## src/rtl/if_id_pkg.sv

```systemverilog
// IF/ID stage shared definitions: instruction field
// positions and the decoded-field bundle.
package if_id_pkg;

  localparam int INSTR_W = 32;
  localparam logic [INSTR_W-1:0] NOP_WORD = 32'h0000_0000;

  localparam int OPC_HI   = 31;
  localparam int OPC_LO   = 28;
  localparam int COND_HI  = 27;
  localparam int COND_LO  = 26;
  localparam int F_HI     = 25;
  localparam int F_LO     = 24;
  localparam int RG_HI    = 23;
  localparam int RG_LO    = 20;
  localparam int RP_HI    = 19;
  localparam int RP_LO    = 16;
  localparam int RS_HI    = 15;
  localparam int RS_LO    = 12;
  localparam int INM_HI   = 15;
  localparam int INM_LO   = 0;
  localparam int LABEL_HI = 23;
  localparam int LABEL_LO = 0;

  typedef struct packed {
    logic [3:0]  opcode;
    logic [1:0]  cond;
    logic [1:0]  f;
    logic [3:0]  rg;
    logic [3:0]  rp;
    logic [3:0]  rs;
    logic [15:0] inm;
    logic [23:0] label;
  } if_id_fields_t;

endpackage

```

## src/rtl/if_id_field_decode.sv

```systemverilog
// Combinational instruction field slicer, shared by
// the IF/ID stage and later decode stages.
module if_id_field_decode
  import if_id_pkg::*;
(
  input  logic [INSTR_W-1:0] i_instr,
  output if_id_fields_t      o_fields
);

  always_comb begin
    o_fields        = '0;
    o_fields.opcode = i_instr[OPC_HI:OPC_LO];
    o_fields.cond   = i_instr[COND_HI:COND_LO];
    o_fields.f      = i_instr[F_HI:F_LO];
    o_fields.rg     = i_instr[RG_HI:RG_LO];
    o_fields.rp     = i_instr[RP_HI:RP_LO];
    o_fields.rs     = i_instr[RS_HI:RS_LO];
    o_fields.inm    = i_instr[INM_HI:INM_LO];
    o_fields.label  = i_instr[LABEL_HI:LABEL_LO];
  end

endmodule

```

## src/rtl/if_id_stage.sv

```systemverilog
// IF/ID handshake stage: main register plus one skid
// entry, flush-to-bubble, field decode, stall counter.
module if_id_stage
  import if_id_pkg::*;
#(
  parameter int                 PC_W      = 32,
  parameter logic [INSTR_W-1:0] NOP_INSTR = 32'h0000_0000,
  parameter int                 CNT_W     = 16
) (
  input  logic               clk,
  input  logic               rst,
  input  logic               in_valid,
  output logic               in_ready,
  input  logic [INSTR_W-1:0] in_instr,
  input  logic [PC_W-1:0]    in_pc4,
  input  logic               flush,
  output logic               out_valid,
  input  logic               out_ready,
  output logic [INSTR_W-1:0] out_instr,
  output logic [PC_W-1:0]    out_pc4,
  output logic [3:0]         opcode,
  output logic [1:0]         cond,
  output logic [1:0]         f,
  output logic [3:0]         rg,
  output logic [3:0]         rp,
  output logic [3:0]         rs,
  output logic [15:0]        inm,
  output logic [23:0]        label,
  output logic [CNT_W-1:0]   stall_cnt
);

  logic               r_main_valid;
  logic [INSTR_W-1:0] r_main_instr;
  logic [PC_W-1:0]    r_main_pc4;
  logic               r_skid_valid;
  logic [INSTR_W-1:0] r_skid_instr;
  logic [PC_W-1:0]    r_skid_pc4;
  logic [CNT_W-1:0]   r_stall_cnt;

  logic          w_acc;
  logic          w_dlv;
  logic          w_stall;
  if_id_fields_t w_fields;

  // in_ready depends only on a flop, never on out_ready
  assign in_ready  = !r_skid_valid;
  assign out_valid = r_main_valid;
  assign out_instr = r_main_instr;
  assign out_pc4   = r_main_pc4;
  assign stall_cnt = r_stall_cnt;

  assign w_acc   = in_valid && in_ready;
  assign w_dlv   = r_main_valid && out_ready;
  assign w_stall = r_main_valid && !out_ready;

  always_ff @(posedge clk or posedge rst) begin
    if (rst) begin
      r_main_valid <= 1'b0;
      r_main_instr <= NOP_INSTR;
      r_main_pc4   <= '0;
      r_skid_valid <= 1'b0;
      r_skid_instr <= NOP_INSTR;
      r_skid_pc4   <= '0;
    end else if (flush) begin
      r_main_valid <= 1'b0;
      r_main_instr <= NOP_INSTR;
      r_main_pc4   <= '0;
      r_skid_valid <= 1'b0;
      r_skid_instr <= NOP_INSTR;
      r_skid_pc4   <= '0;
    end else if (!r_main_valid || w_dlv) begin
      if (r_skid_valid) begin
        r_main_valid <= 1'b1;
        r_main_instr <= r_skid_instr;
        r_main_pc4   <= r_skid_pc4;
        r_skid_valid <= 1'b0;
        r_skid_instr <= NOP_INSTR;
        r_skid_pc4   <= '0;
      end else if (w_acc) begin
        r_main_valid <= 1'b1;
        r_main_instr <= in_instr;
        r_main_pc4   <= in_pc4;
      end else begin
        r_main_valid <= 1'b0;
        r_main_instr <= NOP_INSTR;
        r_main_pc4   <= '0;
      end
    end else if (w_acc) begin
      r_skid_valid <= 1'b1;
      r_skid_instr <= in_instr;
      r_skid_pc4   <= in_pc4;
    end
  end

  always_ff @(posedge clk or posedge rst) begin
    if (rst) begin
      r_stall_cnt <= '0;
    end else if (w_stall && (r_stall_cnt != {CNT_W{1'b1}})) begin
      r_stall_cnt <= r_stall_cnt + 1'b1;
    end
  end

  if_id_field_decode u_dec (
    .i_instr  (r_main_instr),
    .o_fields (w_fields)
  );

  assign opcode = w_fields.opcode;
  assign cond   = w_fields.cond;
  assign f      = w_fields.f;
  assign rg     = w_fields.rg;
  assign rp     = w_fields.rp;
  assign rs     = w_fields.rs;
  assign inm    = w_fields.inm;
  assign label  = w_fields.label;

endmodule

```

## config.mk

```make
export PLATFORM = sky130hd
export DESIGN_NAME = if_id_stage
export DESIGN_NICKNAME = d
export VERILOG_FILES = /design/src/rtl/if_id_pkg.sv /design/src/rtl/if_id_field_decode.sv /design/src/rtl/if_id_stage.sv
export SDC_FILE = /design/constraint.sdc
export NUM_CORES = 1
export LEC_CHECK = 0
export CAP_MARGIN = 20
export CORE_MARGIN = 2
export CORE_UTILIZATION = 43
export DETAILED_ROUTE_END_ITERATION = 16
export HOLD_SLACK_MARGIN = 0.05
export PLACE_DENSITY = 0.82
export SLEW_MARGIN = 20
export SYNTH_ARGS = -nofsm -noshare
export SYNTH_HDL_FRONTEND = slang
export SYNTH_SLANG_ARGS = --single-unit
export TNS_END_PERCENT = 1
```

## constraint.sdc

```tcl
create_clock -name clk -period 10.7 [get_ports clk]
set_input_delay 2.14 -clock clk [delete_from_list [all_inputs] [get_ports clk]]
set_output_delay 2.14 -clock clk [all_outputs]
set_load 0.05 [all_outputs]
```

Word level (Yosys, flattened, before mapping) --
Index checks and enable logic that the tools add are counted.
Word-level totals: logic and storage cells 43, bits in registers 146, input bits 69
Operators by class: $add $sub $neg 1, reduce and logical (&&, ||, !) cells 11, equality and inequality tests 2, mux-type cells 22
Operator list (number):
- two-way mux 32 bit | 15
- adder 16 x 1 -> 16 bit (second input constant) | 1
- != test 16 bit (second input constant) | 1
- two-way mux 1 bit | 7
- logical AND 1 bit | 4
- logical NOT 1 bit | 3
- != test 3 bit (second input constant) | 1
- nonzero test 3 bit | 1
- AND reduction 2 bit | 1
- nonzero test 2 bit | 1
- logical OR 1 bit | 1

Logic depth before layout (Yosys ltp) --
Gate-level depths: netlist (run 1).
word-level depth 6, depth in mapped cells 6

Modules after synthesis --
A second synthesis (run 1) with hierarchy kept.
Unflattened totals: cell total of the unflattened synthesis 578, area total of the unflattened synthesis 6488.7 sq um
Modules (own cells, without submodules):
- if_id_stage | times used 1, cells each 518, area each 6038.3 sq um
- if_id_field_decode | times used 1, cells each 60, area each 450.4 sq um

Least setup slack after synthesis (run 1) --
Ideal clock, no wire load.
path kind input to register, start input port out_ready, end register r_stall_cnt[13], in the netlist stall_cnt[13], stages on the path 4, path slack 7.369 ns, path buffers 0, data arrival time 3.249 ns, cell sequence nand2b_1 > or4_4 > nor4b_2 > xor2_1
Between the ends: word-level cells in the longest chain between the ends 3
RTL lines:
- start: declaration | line if_id_stage.sv:18 | input logic out_ready,
- logical NOT 1 bit | line if_id_stage.sv:54 | assign w_stall = r_main_valid && !out_ready;
- logical AND 1 bit | line if_id_stage.sv:54
- logical AND 1 bit | line if_id_stage.sv:98 | end else if (w_stall && (r_stall_cnt != {CNT_W{1'b1}})) begin
- end signal: assignment | line if_id_stage.sv:99 | r_stall_cnt <= r_stall_cnt + 1'b1;
- end: declaration | line if_id_stage.sv:38 | logic [CNT_W-1:0] r_stall_cnt;
Every way passes these cells. A chain may end at the register's enable or synchronous reset.

Final worst setup path (run 1) --
start input port out_ready, end register r_skid_instr[21]
Between the ends: word-level cells in the longest chain between the ends 4
RTL lines:
- logical AND 1 bit (*) | line if_id_stage.sv:53 | assign w_dlv = r_main_valid && out_ready;
- logical OR 1 bit (*) | line if_id_stage.sv:71 | end else if (!r_main_valid || w_dlv) begin
- != test 3 bit (no line), or another cell as far along
- AND reduction 2 bit (no line) or two-way mux 32 bit (tied branches)
- end signal: assignment | line if_id_stage.sv:90 | r_skid_instr <= in_instr;
- end: declaration | line if_id_stage.sv:36 | logic [INSTR_W-1:0] r_skid_instr;
Mark *: on every way between the ends. The rest lies on a longest branch, timed or not.

==> impl_results.md, run 1 <==
* Top_reg_cell synth: dfrtp_1
* Syn. warnings at 0
* Final hold violation count at 0
* DP Area at 0.00823 mm2
* Clock skew at 0.00717 ns
* Peak VDD IR at 90.9 uV
* Max transition margin at 0.431
* Synth Cell Area at 0.00645 mm2
* Total gr overflow at 0
* Top Ports at 211
* # nets final at 779
* Max clock buf depth at 2
* Largest family of logic cells by synthesized area: compound AO/OA/AOI/OAI gates
* Slowest-stage cell, CP: buf_4
* Synth Area in XOR/XNOR at 0.0163
* Register share of total power at 0.377
* Gpl congestion at 0.842
* Setup tns final at 0 ns
* Vias at 5307
* Final Power at 1.62 mW
* Setup violations, final at 0
* Crit path arrival time at 4.84 ns
* All-Layer GR Usage at 0.208
* Initial antenna violation count at 1
* Seq/Total Area, Yosys at 0.566
* Final WL at 16800 um
* Share of cells above drive strength 1 at 0.0762
* Die Width at 126 um
* Total setup buffers inserted after CTS at 0
* Post-synth cell types at 34
* Startpoint types: input port
* Hold Crit Class: reg2reg
* Gate Count Post-Synth at 580
* Mean post-synth cell area at 11.1 um2
* Root Driver: clkbuf_16
* Die outline area at 0.0160 mm2
* Buffers and inverters on the worst path at 4
* RSZ-0062 raised after global routing: no
* Final Cycle Share at 0.420
* Hold buffers post-CTS at 0
* Clock sinks at 146
* Initial DRC Count at 615
* Routed WL per cell at 18.5 um
* Crit-path max cell delay at 0.55 ns
* CTS buffer count at 17
* Placed Cells incl. Taps at 873
* Fin util at 0.612
* Synth top area cells: dfrtp_1 57%, a221oi_1 8.7%, a22o_1 8.7%, buf_4 7.0%, nor3_1 5.5%
* Fmax achieved at 222 MHz
* Power Dens Cells at 182 mW/mm2
* Synth top area share at 0.566
* Post-synth EDFFs at 0
* H-Tree Depth at 4
* Post-synthesis mux area share at 0.00349
* Cell Chain, Critical Path: clkdlybuf4s50_1 > nor2b_4 > buf_4 > nor2_1 > a211oi_4 > buf_6 > buf_4 > a22o_1
* Hold path cells at 1
* Worst-Skew Late Latency at 0.41 ns
* P&R area growth vs syn at 38.4%
* Synth Area in Compound Gates at 0.181
* Post-Syn Nets at 650
* Drc violations at 0
* Period minus WS final at 4.50 ns
* Crit. End Element: flop
* Psw at 0.471 mW
* CTS tree: built
* CP top delay family: buffers and inverters
* Crit-path most repeated cell: buf_4
* Number of global-route vias before repair at 5099
* CP Max Fanout at 66
* Comb power frac at 0.206
* Worst slew pin tran at 0.854 ns
* Final HPWL DP at 10800 um
* CP Depth at 8
* Pre-antenna DRT Iters at 6
* Antenna Violating Nets Remaining at 0
* CTS resizes at 0
* Die Y at 126 um
* Core area at 0.0146 mm2
* Pin count of the biggest net entering global routing at 78
* Row count at 44
* CP Class: in2reg
* Post-synthesis register bit count at 146
* Clock Power Share at 0.417
* Post-Synth Simple-Gate Area at 0.129
* Design area at 0.00892 mm2
* Ys async rst share at 1.00
* R2R depth at 7
* Run status: complete, no violations
* Fillers at 1067
* Int Pwr at 1.15 mW
* Pins over their slew limit at 0
* Worst endpoint required time at 11.05 ns
* First-pass GRT wire length at 26700 um
* Finished Layout Cells at 907
* Initial Util at 0.442
* Reg clk slew, reported paths at 0.06 ns
* IO buf count at 210
* Post-Synth Adder-Cell Area at 0.00194
* Max Cap Viol at 0
* P_leak at 3.93 nW
* Top cell type by total area after synthesis: dfrtp_1
* Via density per instance at 5.85
* Switching share of power at 0.290
## cells in the mapped netlist (2+ instances only)
master,instances
buf_4,60
nand2b_1,2
nand3_1,4
inv_1,4
xnor2_1,2
a221oi_1,64
dfrtp_1,146
clkbuf_1,38
nor3_1,71
a22o_1,64
nor4_1,2
nand4_1,4
mux2_2,2
nor2b_1,2
buf_1,5
xor2_1,10
buf_2,7
nor3b_1,2
nor2_1,73
nand2_1,4
## final cells by class
class                      count  area (um2)  share of cell area
tap                          184         230              0.0258
sequential                   146        3650               0.410
clock buffer                  22         474              0.0531
clock inverter                10         203              0.0227
multi-input combinational    320        2160               0.243
antenna                        1        2.50            0.000280
inverter                       4        20.0             0.00224
timing repair buffer         220        2180               0.244
## sequential cells by signal (all words and copies together) (netlist names)
name / flops
out_instr: 32
out_pc4: 32
r_skid_instr: 32
r_skid_pc4: 32
stall_cnt: 16
out_valid: 1
r_skid_valid: 1
## worst paths after layout
| path | start | endpoint | slack, ns |
|---|---|---|---|
| max in group asynchronous | rst | r_skid_valid | 7.10 |
| max | out_ready | r_skid_instr[21] | 6.20 |
| min in group asynchronous | rst | out_pc4[17] | 2.22 |
| min | r_skid_instr[31] | r_skid_instr[31] | 0.50 |
| max reg2reg | r_skid_valid | r_skid_instr[21] | 7.85 |
| min reg2reg | r_skid_instr[31] | r_skid_instr[31] | 0.50 |
## power by group through the flow
| stage | combinational [mW] | clock (mW) | sequential [mW] |
|---|---|---|---|
| 4_1_cts | 0.336 | 0.688 | 0.613 |
| 3_5_place_dp | 0.335 | 0 | 0.622 |
| 5_1_grt | 0.351 | 0.716 | 0.617 |
| 3_3_place_gp | 0.331 | 0 | 0.620 |
| 6_report | 0.335 | 0.677 | 0.612 |
| 2_1_floorplan | 0.145 | 0 | 0.700 |
## layout by cell type, fill, tap and decap left out, types with 4 or more instances in the layout
| cell type | netlist | layout |
|---|---|---|
| dfrtp_1 | 146 | 145 |
| clkbuf_16 | 0 | 17 |
| nor2_1 | 73 | 73 |
| clkdlybuf4s50_1 | 0 | 209 |
| nor3_1 | 71 | 71 |
| a22o_1 | 64 | 64 |
| a221oi_1 | 64 | 64 |
| buf_4 | 60 | 9 |
| nand2_1 | 4 | 4 |
| nand3_1 | 4 | 4 |
| nand4_1 | 4 | 4 |
| bufinv_16 | 0 | 6 |
| xor2_1 | 10 | 10 |
## layer usage
metal / vias up / track usage / part of all wire
li1: 2354 / - / -
met1: 2651 / 0.278 / 0.42
met2: 275 / 0.326 / 0.49
met3: 27 / 0.0502 / 0.072
met4: 0 / 0.0860 / 0.017
met5: - / 0 / 0
## through the flow
step / hold slack (ns) / setup WS, ns
after floorplan: 0.466 / 4.64
after global placement: 0.482 / 5.59
after detailed placement: 0.482 / 5.45
after CTS: 0.503 / 5.86
after global routing: 0.510 / 5.99
final: 0.502 / 6.20
## kinds of logic after synthesis
logic type                 after synthesis
DFF                                    146
and+or+nand+nor                        172
xor gates and xnor gates                12
AOI/OAI and AO/OA                      133
buffers and inverters                  114
muxes                                    2
adders and majority gates                1
Note: power is estimated with default switching activity, not from simulation.
==> run 2: changes to the inputs <==
clock period = 4.3 ns   (was 10.7 ns; I/O delays follow)
==> run 2 against run 1 <==
Final cell count up 0.22%. Sequential power is 150% higher. Count of clock-buffer cells in the layout fell by 1. Critical path type is now reg2out. Largest power group unchanged.
==> impl_results.md, run 2 (synthesis gave the netlist of run 1 again) <==
* Setup tns final at 0 ns (unchanged)
* Routed WL per cell at 19.0 um (was 18.5 um)
* Most frequent cells in the layout: 209 x clkdlybuf4s50_1, 145 x dfrtp_1, 73 x nor2_1 (unchanged)
* CP Class: reg2out (was in2reg)
* Vias at 5381 (was 5307)
* Worst endpoint required time at 3.44 ns (was 11.05 ns)
* Setup violations, final at 0 (unchanged)
* Die outline area at 0.0160 mm2 (unchanged)
* Clock skew at 0.00568 ns (was 0.00717 ns)
* Hold buffers post-CTS at 0 (unchanged)
* Worst-Skew Late Latency at 0.42 ns (was 0.41 ns)
* Via density per instance at 5.92 (was 5.85)
* Startpoint types: flop (was input port)
* Worst slew pin tran at 0.838 ns (was 0.854 ns)
* CP Max Fanout at 2 (was 66)
* Pins over their slew limit at 0 (unchanged)
* Total setup buffers inserted after CTS at 0 (unchanged)
* Run status: complete, no violations (unchanged)
* Final HPWL DP at 10700 um (was 10800 um)
* CTS tree: built (unchanged)
* Clock sinks at 146 (unchanged)
* Place WS at 1.33 ns (was 5.45 ns)
* Fin util at 0.613 (was 0.612)
* CTS resizes at 0 (unchanged)
* Slowest-stage cell, CP: clkdlybuf4s50_1 (was buf_4)
* H-Tree Depth at 4 (unchanged)
* Fillers at 1114 (was 1067)
* Crit path arrival time at 1.72 ns (was 4.84 ns)
* Max clock buf depth at 2 (unchanged)
* Setup slack after layout at 1.72 ns (was 6.20 ns)
* Initial Util at 0.442 (unchanged)
* # nets final at 780 (was 779)
* Initial antenna violation count at 2 (was 1)
* Die Y at 126 um (unchanged)
* Share of cells above drive strength 1 at 0.0802 (was 0.0762)
* Number of global-route vias before repair at 5436 (was 5099)
* Final WL at 17300 um (was 16800 um)
* P&R area growth vs syn at 38.6% (was 38.4%)
* Multi-input gate area at 0.00216 mm2 (unchanged)
* Row count at 44 (unchanged)
* IO buf count at 210 (unchanged)
* Register area at 0.00365 mm2 (unchanged)
* First-pass GRT wire length at 28300 um (was 26700 um)
* Top Ports at 211 (unchanged)
* Finished Layout Cells at 909 (was 907)
* Peak VDD IR at 255 uV (was 90.9 uV)
* P_leak at 3.93 nW (about the same)
* Hold Crit Class: reg2reg (unchanged)
* Most common cell after layout, fill and taps aside: clkdlybuf4s50_1 (unchanged)
* All-Layer GR Usage at 0.219 (was 0.208)
* Core area at 0.0146 mm2 (unchanged)
* Reg clk slew, reported paths at 0.06 ns (about the same)
* Die Width at 126 um (unchanged)
* Total gr overflow at 0 (unchanged)
* Pre-antenna DRT Iters at 6 (unchanged)
* Fmax achieved at 387 MHz
* Gpl congestion at 0.887 (was 0.842)
* Final Cycle Share at 0.600
* Max Cap Viol at 0 (unchanged)
* RSZ-0062 raised after global routing: no (unchanged)
* Design area at 0.00894 mm2 (was 0.00892 mm2)
* CTS buffer count at 17 (unchanged)
* Antenna Violating Nets Remaining at 0 (unchanged)
* Power Dens Cells at 451 mW/mm2 (was 182 mW/mm2)
* Max transition margin at 0.440 (was 0.431)
* Drc violations at 0 (unchanged)
* Initial DRC Count at 413 (was 615)
* Crit. End Element: primary output (was flop)
* DP Area at 0.00826 mm2 (was 0.00823 mm2)
* Crit-path max cell delay at 0.82 ns (was 0.55 ns)
* Root Driver: clkbuf_16 (unchanged)
* Cell Chain, Critical Path: inv_1 > clkdlybuf4s50_1 (was clkdlybuf4s50_1 > nor2b_4 > buf_4 > nor2_1 > a211oi_4 > buf_6 > buf_4 > a22o_1)
* Final hold violation count at 0 (unchanged)
* Period minus WS final at 2.58 ns
* Placed Cells incl. Taps at 875 (was 873)
* Pin count of the biggest net entering global routing at 68 (was 78)
==> run 2: cell types whose count changed in the layout (fill, tap and decap cells not counted) <==
cell / previous run / this run
clkbuf_1: 2 / 0
clkinvlp_4: 1 / 3
buf_6: 1 / 0
buf_12: 0 / 1
clkbuf_8: 3 / 4
clkinv_2: 3 / 1
diode_2: 1 / 2
buf_4: 9 / 10
bufinv_16: 6 / 5
inv_6: 1 / 3
==> run 2: final timing paths <==
| kind | from | end | slack (ns) | cells after the start |
|---|---|---|---|---|
| min reg2reg | r_skid_instr[11] | r_skid_instr[11] | 0.50 | 1 |
| max reg2reg | r_skid_valid | r_skid_instr[22] | 2.08 | 5 |
| max | r_skid_valid | in_ready | 1.72 | 2 |
| max in group asynchronous | rst | out_instr[31] | 2.41 | 3 |
| min in group asynchronous | rst | r_skid_pc4[8] | 0.94 | 2 |
| min | r_skid_instr[11] | r_skid_instr[11] | 0.50 | 1 |
==> run 2: area by class of cell <==
| type | instances | area share |
|---|---|---|
| sequential | 146 | 0.409 |
| timing repair buffer | 221 | 0.245 |
| multi-input combinational | 320 | 0.242 |
| clock buffer | 21 | 0.0537 |
| tap | 184 | 0.0257 |
| clock inverter | 11 | 0.0220 |
| inverter | 4 | 0.00210 |
| antenna | 2 | 0.000560 |
==> run 2: layer usage <==
layer	wire, um	GRT usage	up-vias
met4	235	0.0769	0
met3	1260	0.0540	21
met1	7070	0.279	2715
met2	8700	0.365	291
met5	0	0	-
li1	-	-	2354
==> run 2: power by group <==
| part | total (mW) | leakage [nW] | internal [mW] | switching (mW) |
|---|---|---|---|---|
| logic | 0.837 | 1.63 | 0.291 | 0.546 |
| registers | 1.52 | 1.97 | 1.45 | 0.0746 |
| clock network | 1.68 | 0.327 | 1.10 | 0.580 |
| total | 4.04 | 3.93 | 2.84 | 1.20 |
==> run 2: critical path: cells and delay by family, from the launching register on <==
family	cells	cell delay (ns)
flops	1	0.40
buf+inv	2	0.91
==> run 2: per-stage QoR <==
step	hold WS, ns	power [mW]
6_report	0.498	4.04
5_1_grt	0.510	4.18
4_1_cts	0.503	4.07
3_5_place_dp	0.481	2.39
3_3_place_gp	0.482	2.37
2_1_floorplan	0.466	2.10
==> run 3: changes to the inputs <==
clock period = 2.6 ns   (was 4.3 ns; I/O delays follow)
==> run 3 against run 2 <==
Die area is the same. Worst setup slack got worse by 1.4 ns. Core utilization fell by 0.094 points. Global-route usage down 0.44 points. Sequential power is 66% higher. Hold slack worse by 0.0025 ns. Critical path type unchanged. Critical endpoint unchanged. Largest power group unchanged.
==> impl_results.md, run 3 (synthesis gave the netlist of run 1 again) <==
* Run status: complete, no violations (unchanged)
* Via density per instance at 5.82 (was 5.92)
* Total gr overflow at 0 (unchanged)
* Clock skew at 0.00663 ns (was 0.00568 ns)
* H-Tree Depth at 4 (unchanged)
* Gpl congestion at 0.870 (was 0.887)
* Max clock buf depth at 2 (unchanged)
* Setup slack after layout at 0.347 ns (was 1.72 ns)
* Slowest-stage cell, CP: clkdlybuf4s50_1 (unchanged)
* Crit path arrival time at 1.73 ns (was 1.72 ns)
* Peak VDD IR at 410 uV (was 255 uV)
* Die Y at 126 um (unchanged)
* Crit-path max cell delay at 0.81 ns (was 0.82 ns)
* Cell Chain, Critical Path: inv_1 > clkdlybuf4s50_1 (unchanged)
* Pins over their slew limit at 0 (unchanged)
* Setup violations, final at 0 (unchanged)
* Hold buffers post-CTS at 0 (unchanged)
* Root Driver: clkbuf_16 (unchanged)
* Reg clk slew, reported paths at 0.06 ns (about the same)
* Placed Cells incl. Taps at 878 (was 875)
* Die Width at 126 um (unchanged)
* Most common cell after layout, fill and taps aside: clkdlybuf4s50_1 (unchanged)
* Routed WL per cell at 18.9 um (was 19.0 um)
* # nets final at 783 (was 780)
* P_leak at 3.92 nW (was 3.93 nW)
* Total setup buffers inserted after CTS at 0 (unchanged)
* First-pass GRT wire length at 27800 um (was 28300 um)
* Clock sinks at 146 (unchanged)
* P&R area growth vs syn at 38.4% (was 38.6%)
* Power Dens Cells at 724 mW/mm2 (was 451 mW/mm2)
* Hold slack at 0.496 ns (was 0.498 ns)
* Vias at 5296 (was 5381)
* Pre-antenna DRT Iters at 5 (was 6)
* Antenna Violating Nets Remaining at 0 (unchanged)
* Most frequent cells in the layout: 209 x clkdlybuf4s50_1, 145 x dfrtp_1, 73 x nor2_1 (unchanged)
* CTS buffer count at 17 (unchanged)
* Drc violations at 0 (unchanged)
* Row count at 44 (unchanged)
* Number of global-route vias before repair at 5249 (was 5436)
* CP Max Fanout at 3 (was 2)
* Initial antenna violation count at 1 (was 2)
* Worst endpoint required time at 2.08 ns (was 3.44 ns)
* Clock Power Share at 0.394 (was 0.415)
* Share of cells above drive strength 1 at 0.0800 (was 0.0802)
* Final Cycle Share at 0.866
* Crit. End Element: primary output (unchanged)
* Max Cap Viol at 0 (unchanged)
* Final hold violation count at 0 (unchanged)
* Worst-Skew Late Latency at 0.40 ns (was 0.42 ns)
* CTS tree: built (unchanged)
* Psw at 1.93 mW (was 1.20 mW)
* Fmax achieved at 444 MHz
* Finished Layout Cells at 910 (was 909)
* RSZ-0062 raised after global routing: no (unchanged)
* Place WS at 0.238 ns (was 1.33 ns)
* Startpoint types: flop (unchanged)
* CP Class: reg2out (unchanged)
* Int Pwr at 4.53 mW (was 2.84 mW)
* Pin count of the biggest net entering global routing at 95 (was 68)
* Period minus WS final at 2.25 ns
* All-Layer GR Usage at 0.214 (was 0.219)
* Initial DRC Count at 447 (was 413)
* Top Ports at 211 (unchanged)
* Hold Crit Class: reg2reg (unchanged)
* Initial Util at 0.442 (unchanged)
* Die outline area at 0.0160 mm2 (unchanged)
* Final WL at 17200 um (was 17300 um)
* Switching share of power at 0.299 (was 0.297)
* Setup tns final at 0 ns (unchanged)
* Fillers at 1139 (was 1114)
* Worst slew pin tran at 0.722 ns (was 0.838 ns)
* CTS resizes at 0 (unchanged)
* Max transition margin at 0.518 (was 0.440)
* Register share of total power at 0.390 (was 0.377)
* Comb power frac at 0.216 (was 0.207)
* Final HPWL DP at 11400 um (was 10700 um)
* IO buf count at 210 (unchanged)
* Core area at 0.0146 mm2 (unchanged)
run 3: stage by stage:
step,utilization,area [um2],power (mW)
3_5_place_dp,0.569,8310,3.96
4_1_cts,0.612,8930,6.52
5_1_grt,0.612,8930,6.71
2_1_floorplan,-,6450,3.48
3_3_place_gp,0.569,8310,3.92
6_report,0.612,8930,6.46
run 3: final cells by class:
type                            instances  area [um2]  share of cell area
Clock buffer                           21         460              0.0516
Timing Repair Buffer                  224        2240               0.251
Tap cell                              184         230              0.0258
Multi-Input combinational cell        320        2160               0.242
Clock inverter                         10         158              0.0177
Antenna cell                            1        2.50            0.000280
Inverter                                4        18.8             0.00210
Sequential cell                       146        3650               0.409
run 3: final timing paths:
kind | startpoint | endpoint | slack (ns) | depth (start not counted)
setup reg to reg | stall_cnt[0] | stall_cnt[15] | 0.67 | 5
min in group asynchronous | rst | r_skid_pc4[15] | 0.60 | 3
hold reg to reg | stall_cnt[15] | stall_cnt[15] | 0.50 | 1
setup / recovery | r_skid_valid | in_ready | 0.35 | 2
hold / removal | stall_cnt[15] | stall_cnt[15] | 0.50 | 1
max in group asynchronous | rst | r_skid_instr[25] | 1.44 | 3
run 3: worst max-delay path, delay by kind of cell (launching register included):
| kind | cells | cell delay (ns) |
|---|---|---|
| buffers and inverters | 2 | 0.91 |
| flip-flops | 1 | 0.42 |
run 3: layer usage:
metal  GRT usage  wire length (um)  up-vias
met5           0                 0        -
met4      0.0646               197        0
met1       0.284              7170     2686
met3      0.0502              1150       18
li1            -                 -     2358
met2       0.353              8710      234
run 3: power groups by stage:
stage	sequential, mW	combinational, mW	clock, mW
floorplan	2.88	0.596	0
finish	2.52	1.39	2.55
global route	2.53	1.46	2.71
global placement	2.55	1.37	0
CTS	2.52	1.40	2.60
detailed placement	2.55	1.40	0
